### src/rtl/req_enc_pkg.sv
// Shared constants and helpers for the request encoder: the default request
// count, the derived code width and a constant-foldable clog2.
package req_enc_pkg;

  function automatic int clog2(input int value);
    int result;
    int v;
    result = 0;
    v = value - 1;
    while (v > 0) begin
      result = result + 1;
      v = v >> 1;
    end
    return result;
  endfunction

  localparam int DEFAULT_N = 4;
  localparam int CODE_W    = clog2(DEFAULT_N);

endpackage

### src/rtl/req_encoder_q_prio_enc.sv
// Combinational priority encoder: reports the index of the highest set bit of
// vec and whether any bit is set.
module prio_enc
  import req_enc_pkg::*;
#(
  parameter int N = DEFAULT_N,
  localparam int W = clog2(N)
) (
  input  logic [N-1:0] vec,
  output logic [W-1:0] idx,
  output logic         any
);

  // Ascending scan so the last (highest) set bit overwrites lower ones.
  always_comb begin
    idx = '0;
    for (int i = 0; i < N; i++) begin
      if (vec[i]) idx = W'(i);
    end
    any = |vec;
  end

endmodule

### src/rtl/req_encoder_q.sv
// Queues one-hot request events as a pending bit set and presents them one at
// a time, highest index first, as binary codes on a valid/ready output slot.
module req_encoder_q
  import req_enc_pkg::*;
#(
  parameter int N = DEFAULT_N,
  localparam int W = clog2(N)
) (
  input  logic         clk,
  input  logic         rst,
  input  logic [N-1:0] req,
  output logic [W-1:0] out_code,
  output logic         out_valid,
  input  logic         out_ready,
  output logic [N-1:0] pending,
  output logic         overrun
);

  // Handshake: a code transfers on any rising edge where out_valid && out_ready.
  // While out_valid is high and out_ready low, out_code/out_valid are frozen.
  logic [N-1:0] pending_q, pending_d;
  logic [W-1:0] out_code_q, out_code_d;
  logic         out_valid_q, out_valid_d;
  logic         overrun_q, overrun_d;

  logic [N-1:0] cand;
  logic [N-1:0] clr_mask;
  logic [W-1:0] enc_idx;
  logic         enc_any;
  logic         load;

  assign cand = pending_q | req;

  prio_enc #(.N(N)) u_prio_enc (
    .vec (cand),
    .idx (enc_idx),
    .any (enc_any)
  );

  always_comb begin
    load        = !out_valid_q || out_ready;
    clr_mask    = {{(N-1){1'b0}}, 1'b1} << enc_idx;
    pending_d   = cand;
    out_code_d  = out_code_q;
    out_valid_d = out_valid_q;
    // A req bit landing on an already-pending bit is merged, even if that bit
    // is the one being moved into the slot this cycle.
    overrun_d   = |(req & pending_q);
    if (load) begin
      if (enc_any) begin
        out_code_d  = enc_idx;
        out_valid_d = 1'b1;
        pending_d   = cand & ~clr_mask;
      end else begin
        out_valid_d = 1'b0;
      end
    end
  end

  always_ff @(posedge clk) begin
    if (rst) begin
      pending_q   <= '0;
      out_code_q  <= '0;
      out_valid_q <= 1'b0;
      overrun_q   <= 1'b0;
    end else begin
      pending_q   <= pending_d;
      out_code_q  <= out_code_d;
      out_valid_q <= out_valid_d;
      overrun_q   <= overrun_d;
    end
  end

  assign out_code  = out_code_q;
  assign out_valid = out_valid_q;
  assign pending   = pending_q;
  assign overrun   = overrun_q;

endmodule

### config.mk
export PLATFORM = sky130hd
export DESIGN_NAME = req_encoder_q
export DESIGN_NICKNAME = d
export VERILOG_FILES = /design/src/rtl/req_enc_pkg.sv /design/src/rtl/req_encoder_q_prio_enc.sv /design/src/rtl/req_encoder_q.sv
export SDC_FILE = /design/constraint.sdc
export NUM_CORES = 1
export LEC_CHECK = 0
export ABC_AREA = 0
export BUFFER_PORTS_ARGS = -buffer_cell sky130_fd_sc_hd__buf_2
export CAP_MARGIN = 20
export CORE_AREA = 3 3 40 42
export DETAILED_ROUTE_END_ITERATION = 6
export DIE_AREA = 0 0 43 45
export MAX_ROUTING_LAYER = met4
export PLACE_DENSITY = 0.55
export SLEW_MARGIN = 20
export SYNTH_ARGS = -nofsm -noshare
export SYNTH_HDL_FRONTEND = slang
export SYNTH_HIERARCHICAL = 1
export SYNTH_SLANG_ARGS = --single-unit
### constraint.sdc
create_clock -name clk -period 1.45 [get_ports clk]
set_input_delay 0 -clock clk [delete_from_list [all_inputs] [get_ports clk]]
set_output_delay 0 -clock clk [all_outputs]
set_load 0.05 [all_outputs]
==> flow_metrics.env, run 1 <==
export IMPL_synth_fp_nets=46
export IMPL_min_period_ns=1.56
export IMPL_worst_path_max_delay_cell="dfxtp_4"
export IMPL_drc=0
export IMPL_tightest_slew_ns=0.252
export IMPL_maxCapViolCount=0
export IMPL_gp_congestion=0.772
export IMPL_num_io_pins=15
export IMPL_finalNonFillerCells=80
export IMPL_cts_root_buf="clkbuf_4"
export IMPL_hold_worst_slack_ns=0.0395
export IMPL_synth_top_area_share_pct=45.2
export IMPL_antenna_found_initial=0
export IMPL_critPathKind="reg2reg"
export IMPL_violations="setup timing"
export IMPL_finalHoldViolations=0
export IMPL_fmax_mhz=641
export IMPL_synth_area_um2=354
export IMPL_fin_ws_ns=-0.110
export IMPL_ys_top_cells_by_area="dfxtp_1 (45%), inv_1 (8.5%), a311oi_1 (4.9%)"
export IMPL_die_area_um2=1940
export IMPL_cts_num_sinks=8
export IMPL_p_sw_share_pct=33.7
export IMPL_place_inst=76
export IMPL_synth_cells=39
export IMPL_drt_initial_drc_count=4
export IMPL_wire_per_inst_um=10.4
export IMPL_hp_class="in2reg"
export IMPL_cts_tree="built"
export IMPL_clockBufferDepth=2
export IMPL_irDropWorstVdd_mv=0.776
export IMPL_cp_cell_sequence="nor2_4, inv_2, or2_4, or3_4, and3_4, o21ba_2"
export IMPL_finalSetupViolations=6
export IMPL_die_y_um=45
export IMPL_clk_latency_ns=0.25
export IMPL_grt_pass1_wl_um=1280
export IMPL_pre_cts_slack_ns=-0.147
export IMPL_endpoint_kind="register"
export IMPL_overflow=0
export IMPL_avgSynthCellArea_um2=9.08
export IMPL_drt_first_pass_iters=2
export IMPL_ff2ff_path_depth=6
export IMPL_powerDensity_nw_per_um2=1040
export IMPL_fill_cells=128
export IMPL_placementRows=13
export IMPL_p_sw_uw=210
export IMPL_grt_usage_pct=9.04
export IMPL_dr_total_vias=370
export IMPL_drive_gt1_share_pct=66.2
export IMPL_drv_slew=0
export IMPL_post_route_period_util_pct=108
export IMPL_rsz0062_at_grt="yes"
export IMPL_cts_made_buffers=3
export IMPL_outcome="finished, violations left"
export IMPL_clk_pin_slew_worst_paths_ns=0.05
export IMPL_core_area_um2=1280
export IMPL_initial_core_util_pct=27.6
export IMPL_internal_power_uw=414
export IMPL_mostFrequentLayoutCells="buf_2 (14), buf_4 (8), inv_1 (7), dfxtp_1 (6), clkbuf_4 (3)"
export IMPL_p_comb_share_pct=32.8
export IMPL_ys_warn_count=6
export IMPL_crit_arrival_ns=1.71
export IMPL_clkPwrFrac_pct=27.2
export IMPL_vias_per_cell=4.63
export IMPL_yosys_area_top_type="dfxtp_1"
export IMPL_cp_start_kind="register"
export IMPL_path_delay_family="simple AND/OR/NAND/NOR gates"
export IMPL_dp_hpwl_um=615
export IMPL_max_stage_delay_ns=0.35
export IMPL_seq_area_frac_synth_pct=45.2
export IMPL_drtAntennaViolNets=0
export IMPL_leakagePower_nw=0.306
export IMPL_die_x_um=43
export IMPL_port_buffers=14
export IMPL_antenna_cells=0
export IMPL_cp_num_buf_inv=1
export IMPL_cp_required_ns=1.60
export IMPL_cp_num_cells=6
export IMPL_syn_to_final_growth_pct=69.3
export IMPL_layout_commonest_cell="buf_2"
export IMPL_hold_path_depth=2
export IMPL_htree_levels=1
export IMPL_p_seq_share_pct=40.1
export IMPL_grt_max_degree=9
export IMPL_drt_total_wl_um=830
export IMPL_skew_ns=0.00154
export IMPL_grt_pass1_vias=334
export IMPL_timing_slew_headroom_pct=83.3
export IMPL_synth_seq_cells=8
export IMPL_yosysUniqueCellTypes=17
export IMPL_critPathMaxFanout=3
export IMPL_final_net_count=74
[final cells by class]
cell class                 count  area (um2)  share of cell area, %
multi-input combinational     23         219                   36.5
sequential                     8         168                   28.0
timing repair buffer          23         141                   23.6
inverter                       8        30.0                   5.01
clock buffer                   3        22.5                   3.76
tap                           15        18.8                   3.13
[flip-flops by register name, summed over array words and instances, names as in the netlist]
| signal | count |
|---|---|
| out_code | 2 |
| overrun | 1 |
| pending | 4 |
| out_valid | 1 |
[cells in the mapped netlist]
master / number
and2_4: 1
dfxtp_1: 8
a21bo_2: 1
o21ba_2: 1
a311oi_1: 2
or2_1: 1
a21boi_0: 1
a21oi_1: 3
a211oi_1: 2
or3_1: 1
nand2b_4: 1
and3_4: 1
nor2_1: 4
a21o_1: 1
inv_1: 8
nand3_1: 1
a22oi_1: 2
[power groups by stage]
stage | Clock, mW | Combinational [mW] | Sequential, mW
after global placement | 0 | 0.183 | 0.253
after global routing | 0.182 | 0.218 | 0.252
final | 0.170 | 0.205 | 0.250
after floorplan | 0 | 0.0531 | 0.321
after detailed placement | 0 | 0.183 | 0.253
after CTS | 0.175 | 0.193 | 0.250
[cell families after synthesis]
kind of cell    count (synthesis)  synth area share (%)
flops                           8                  45.2
buf+inv                         8                  8.48
compound gates                 13                  27.6
simple gates                   10                  18.7
[final timing paths]
kind / start / to / slack [ns]
setup / recovery: pending[3] / out_code[0] / -0.11
hold / removal: rst / out_code[1] / 0.04
setup reg to reg: pending[3] / out_code[0] / -0.11
hold reg to reg: out_valid / out_valid / 0.54
[metal layers]
layer | share of wire (%) | global-route usage, % | up-vias | wire, um
li1 | - | - | 188 | -
met1 | 44 | 10.9 | 163 | 366
met2 | 43 | 14.4 | 19 | 360
met3 | 12 | 4.78 | 0 | 103
met4 | 0 | 0 | 0 | 0
met5 | 0 | - | - | 0
[per-stage QoR]
step | total power, mW | utilization, % | instance area, um2 | TNS [ns]
2_1_floorplan | 0.375 | - | 374 | -0.922
3_3_place_gp | 0.436 | 40.7 | 523 | -0.660
3_5_place_dp | 0.436 | 40.7 | 523 | -0.646
4_1_cts | 0.619 | 44.5 | 572 | -0.512
5_1_grt | 0.652 | 46.6 | 599 | -0.773
6_report | 0.624 | 46.6 | 599 | -0.415
[what timing repair did]
action	CTS	global route
hold buffers	0	0
endpoints found under the setup margin	6	7
gates resized for setup	5	6
pin swaps	4	1
buffers inserted	1	0
No activity file was read; power rests on OpenSTA's default activity.
==> run 2, diff against run 1 <==
--- a/config.mk
+++ b/config.mk
@@ -5,16 +5,15 @@
 export SDC_FILE = /design/constraint.sdc
 export NUM_CORES = 1
 export LEC_CHECK = 0
-export ABC_AREA = 0
+export ABC_AREA = 1
 export BUFFER_PORTS_ARGS = -buffer_cell sky130_fd_sc_hd__buf_2
 export CAP_MARGIN = 20
 export CORE_AREA = 3 3 40 42
 export DETAILED_ROUTE_END_ITERATION = 6
 export DIE_AREA = 0 0 43 45
 export MAX_ROUTING_LAYER = met4
-export PLACE_DENSITY = 0.55
+export PLACE_DENSITY = 0.56
 export SLEW_MARGIN = 20
 export SYNTH_ARGS = -nofsm -noshare
 export SYNTH_HDL_FRONTEND = slang
-export SYNTH_HIERARCHICAL = 1
 export SYNTH_SLANG_ARGS = --single-unit
==> flow_metrics.env, run 2 <==
export IMPL_outcome="complete, no violations"
export IMPL_synth_seq_cells=8
export IMPL_mostFrequentLayoutCells="buf_2 (14), nand2_1 (10), dfxtp_1 (8), inv_1 (6), nor2_1 (4)"
export IMPL_crit_arrival_ns=1.14
export IMPL_grt_max_degree=7
export IMPL_synth_edf_count=0
export IMPL_grt_pass1_vias=291
export IMPL_finalSetupViolations=0
export IMPL_synth_top_area_share_pct=44.1
export IMPL_synth_area_um2=363
export IMPL_tightest_slew_ns=0.253
export IMPL_fill_cells=145
export IMPL_dr_total_vias=325
export IMPL_synth_fp_nets=52
export IMPL_synth_cells=45
export IMPL_ys_top_cells_by_count="nand2_1 (10), dfxtp_1 (8), inv_1 (6)"
export IMPL_ys_warn_count=0
export IMPL_drt_first_pass_iters=4
export IMPL_hold_worst_slack_ns=0.0234
export IMPL_irDropWorstVdd_mv=0.536
export IMPL_seq_area_frac_synth_pct=44.1
export IMPL_wire_per_inst_um=8.78
export IMPL_avgSynthCellArea_um2=8.06
export IMPL_vias_per_cell=4.17
export IMPL_yosys_area_top_type="dfxtp_1"
export IMPL_cts_root_buf="clkbuf_4"
export IMPL_skew_ns=0.00245
export IMPL_cts_made_buffers=3
export IMPL_port_buffers=14
export IMPL_clk_latency_ns=0.25
export IMPL_cts_num_sinks=8
export IMPL_drtAntennaViolNets=0
export IMPL_rsz0062_at_grt="no"
export IMPL_clk_pin_slew_worst_paths_ns=0.06
export IMPL_cp_required_ns=1.59
export IMPL_dp_hpwl_um=542
export IMPL_endpoint_kind="register"
export IMPL_cp_cell_sequence="nor2_4, inv_2, nor2_2, nand2_1, o21ai_1, nor2_1"
export IMPL_final_net_count=72
export IMPL_core_area_um2=1280
export IMPL_ys_top_cells_by_area="dfxtp_1 (44%), nand2_1 (10%), inv_1 (6.2%)"
export IMPL_syn_to_final_growth_pct=33.4
export IMPL_min_period_ns=1.01
export IMPL_leakagePower_nw=0.251
export IMPL_worst_path_max_delay_cell="dfxtp_1"
export IMPL_max_stage_delay_ns=0.34
export IMPL_postCtsSetupRepairBufs=0
export IMPL_critPathKind="reg2reg"
export IMPL_post_route_period_util_pct=69.4
export IMPL_yosysUniqueCellTypes=18
export IMPL_critPathMaxFanout=4
export IMPL_antenna_found_initial=0
export IMPL_powerDensity_nw_per_um2=1160
export IMPL_grt_pass1_wl_um=1150
export IMPL_drc=0
export IMPL_cts_resized_gates=0
export IMPL_setup_tns_ns=0
export IMPL_maxCapViolCount=0
export IMPL_num_io_pins=15
export IMPL_die_y_um=45
export IMPL_yosysMostFrequentCell="nand2_1"
export IMPL_power_uw=562
export IMPL_finalHoldViolations=0
export IMPL_htree_levels=1
export IMPL_gp_congestion=0.829
export IMPL_antenna_cells=0
export IMPL_cp_start_kind="register"
export IMPL_async_flop_share_pct=0
export IMPL_fmax_mhz=994
export IMPL_multi_input_area_um2=176
export IMPL_overflow=0
export IMPL_layout_area_seq_um2=160
export IMPL_drt_initial_drc_count=6
export IMPL_hp_class="in2reg"
export IMPL_drv_slew=0
export IMPL_largest_reg_flops=4
export IMPL_die_area_um2=1940
export IMPL_grt_usage_pct=8.69
export IMPL_drt_total_wl_um=685
export IMPL_timing_slew_headroom_pct=83.3
export IMPL_initial_core_util_pct=28.2
export IMPL_placementRows=13
export IMPL_drive_gt1_share_pct=39.7
export IMPL_die_x_um=43
export IMPL_yosys_most_used_dff="dfxtp_1"
export IMPL_clockBufferDepth=2
export IMPL_layout_commonest_cell="buf_2"
export IMPL_cts_tree="built"
## run 2: layout make-up
type | count | area share, %
Timing Repair Buffer | 15 | 16.5
Sequential cell | 8 | 33.1
Multi-Input combinational cell | 30 | 36.4
Tap cell | 15 | 3.88
Inverter | 7 | 5.43
Clock buffer | 3 | 4.65
## run 2: path summary, 6_finish.rpt
| path | from | to | slack, ns | cells past startpoint |
|---|---|---|---|---|
| worst max register to register | pending[3] | pending[0] | 0.44 | 6 |
| worst min register to register | out_code[1] | out_code[1] | 0.46 | 2 |
| worst max-delay path | pending[3] | pending[0] | 0.44 | 6 |
| worst min-delay path | req[0] | pending[0] | 0.02 | 3 |
## run 2: worst max-delay path: cells and delay by family (launching register included)
| family | cells | cell delay, ns |
|---|---|---|
| buf+inv | 1 | 0.05 |
| simple gates | 4 | 0.39 |
| compound gates | 1 | 0.12 |
| flops | 1 | 0.34 |
## run 2: through the flow
stage	instance area, um2	worst slack [ns]	std cells	util (%)
4_1_cts	484	0.440	78	37.7
3_5_place_dp	452	0.456	74	35.2
2_1_floorplan	363	0.0911	45	-
5_1_grt	484	0.350	78	37.7
3_3_place_gp	452	0.469	74	35.2
6_report	484	0.444	78	37.7
## run 2: cell families after synthesis
logic type | share of synthesized area [%]
flip-flops | 44.1
AO/OA/AOI/OAI | 11.4
buffers and inverters | 7.24
AND/OR/NAND/NOR | 37.2
## run 2: report_power, final
group | internal (mW) | switching [mW] | total, mW
Combinational | 0.0402 | 0.107 | 0.147
Clock | 0.0946 | 0.0737 | 0.168
Sequential | 0.237 | 0.00878 | 0.246
Total | 0.372 | 0.190 | 0.562
## run 2: timing repair
| item | 4_1_cts | 5_1_grt |
|---|---|---|
| hold buffers | 1 | 0 |
| hold endpoints to repair | 4 | 0 |
| endpoints found under the setup margin | 0 | 0 |
## run 2: per-layer routing
layer  up-vias  part of all wire (%)  track usage, %
li1        179                     -               -
met1       137                    51            10.2
met2         9                    42            11.4
met3         0                   7.3            5.98
met4         0                     0            3.61
met5         -                     0               -
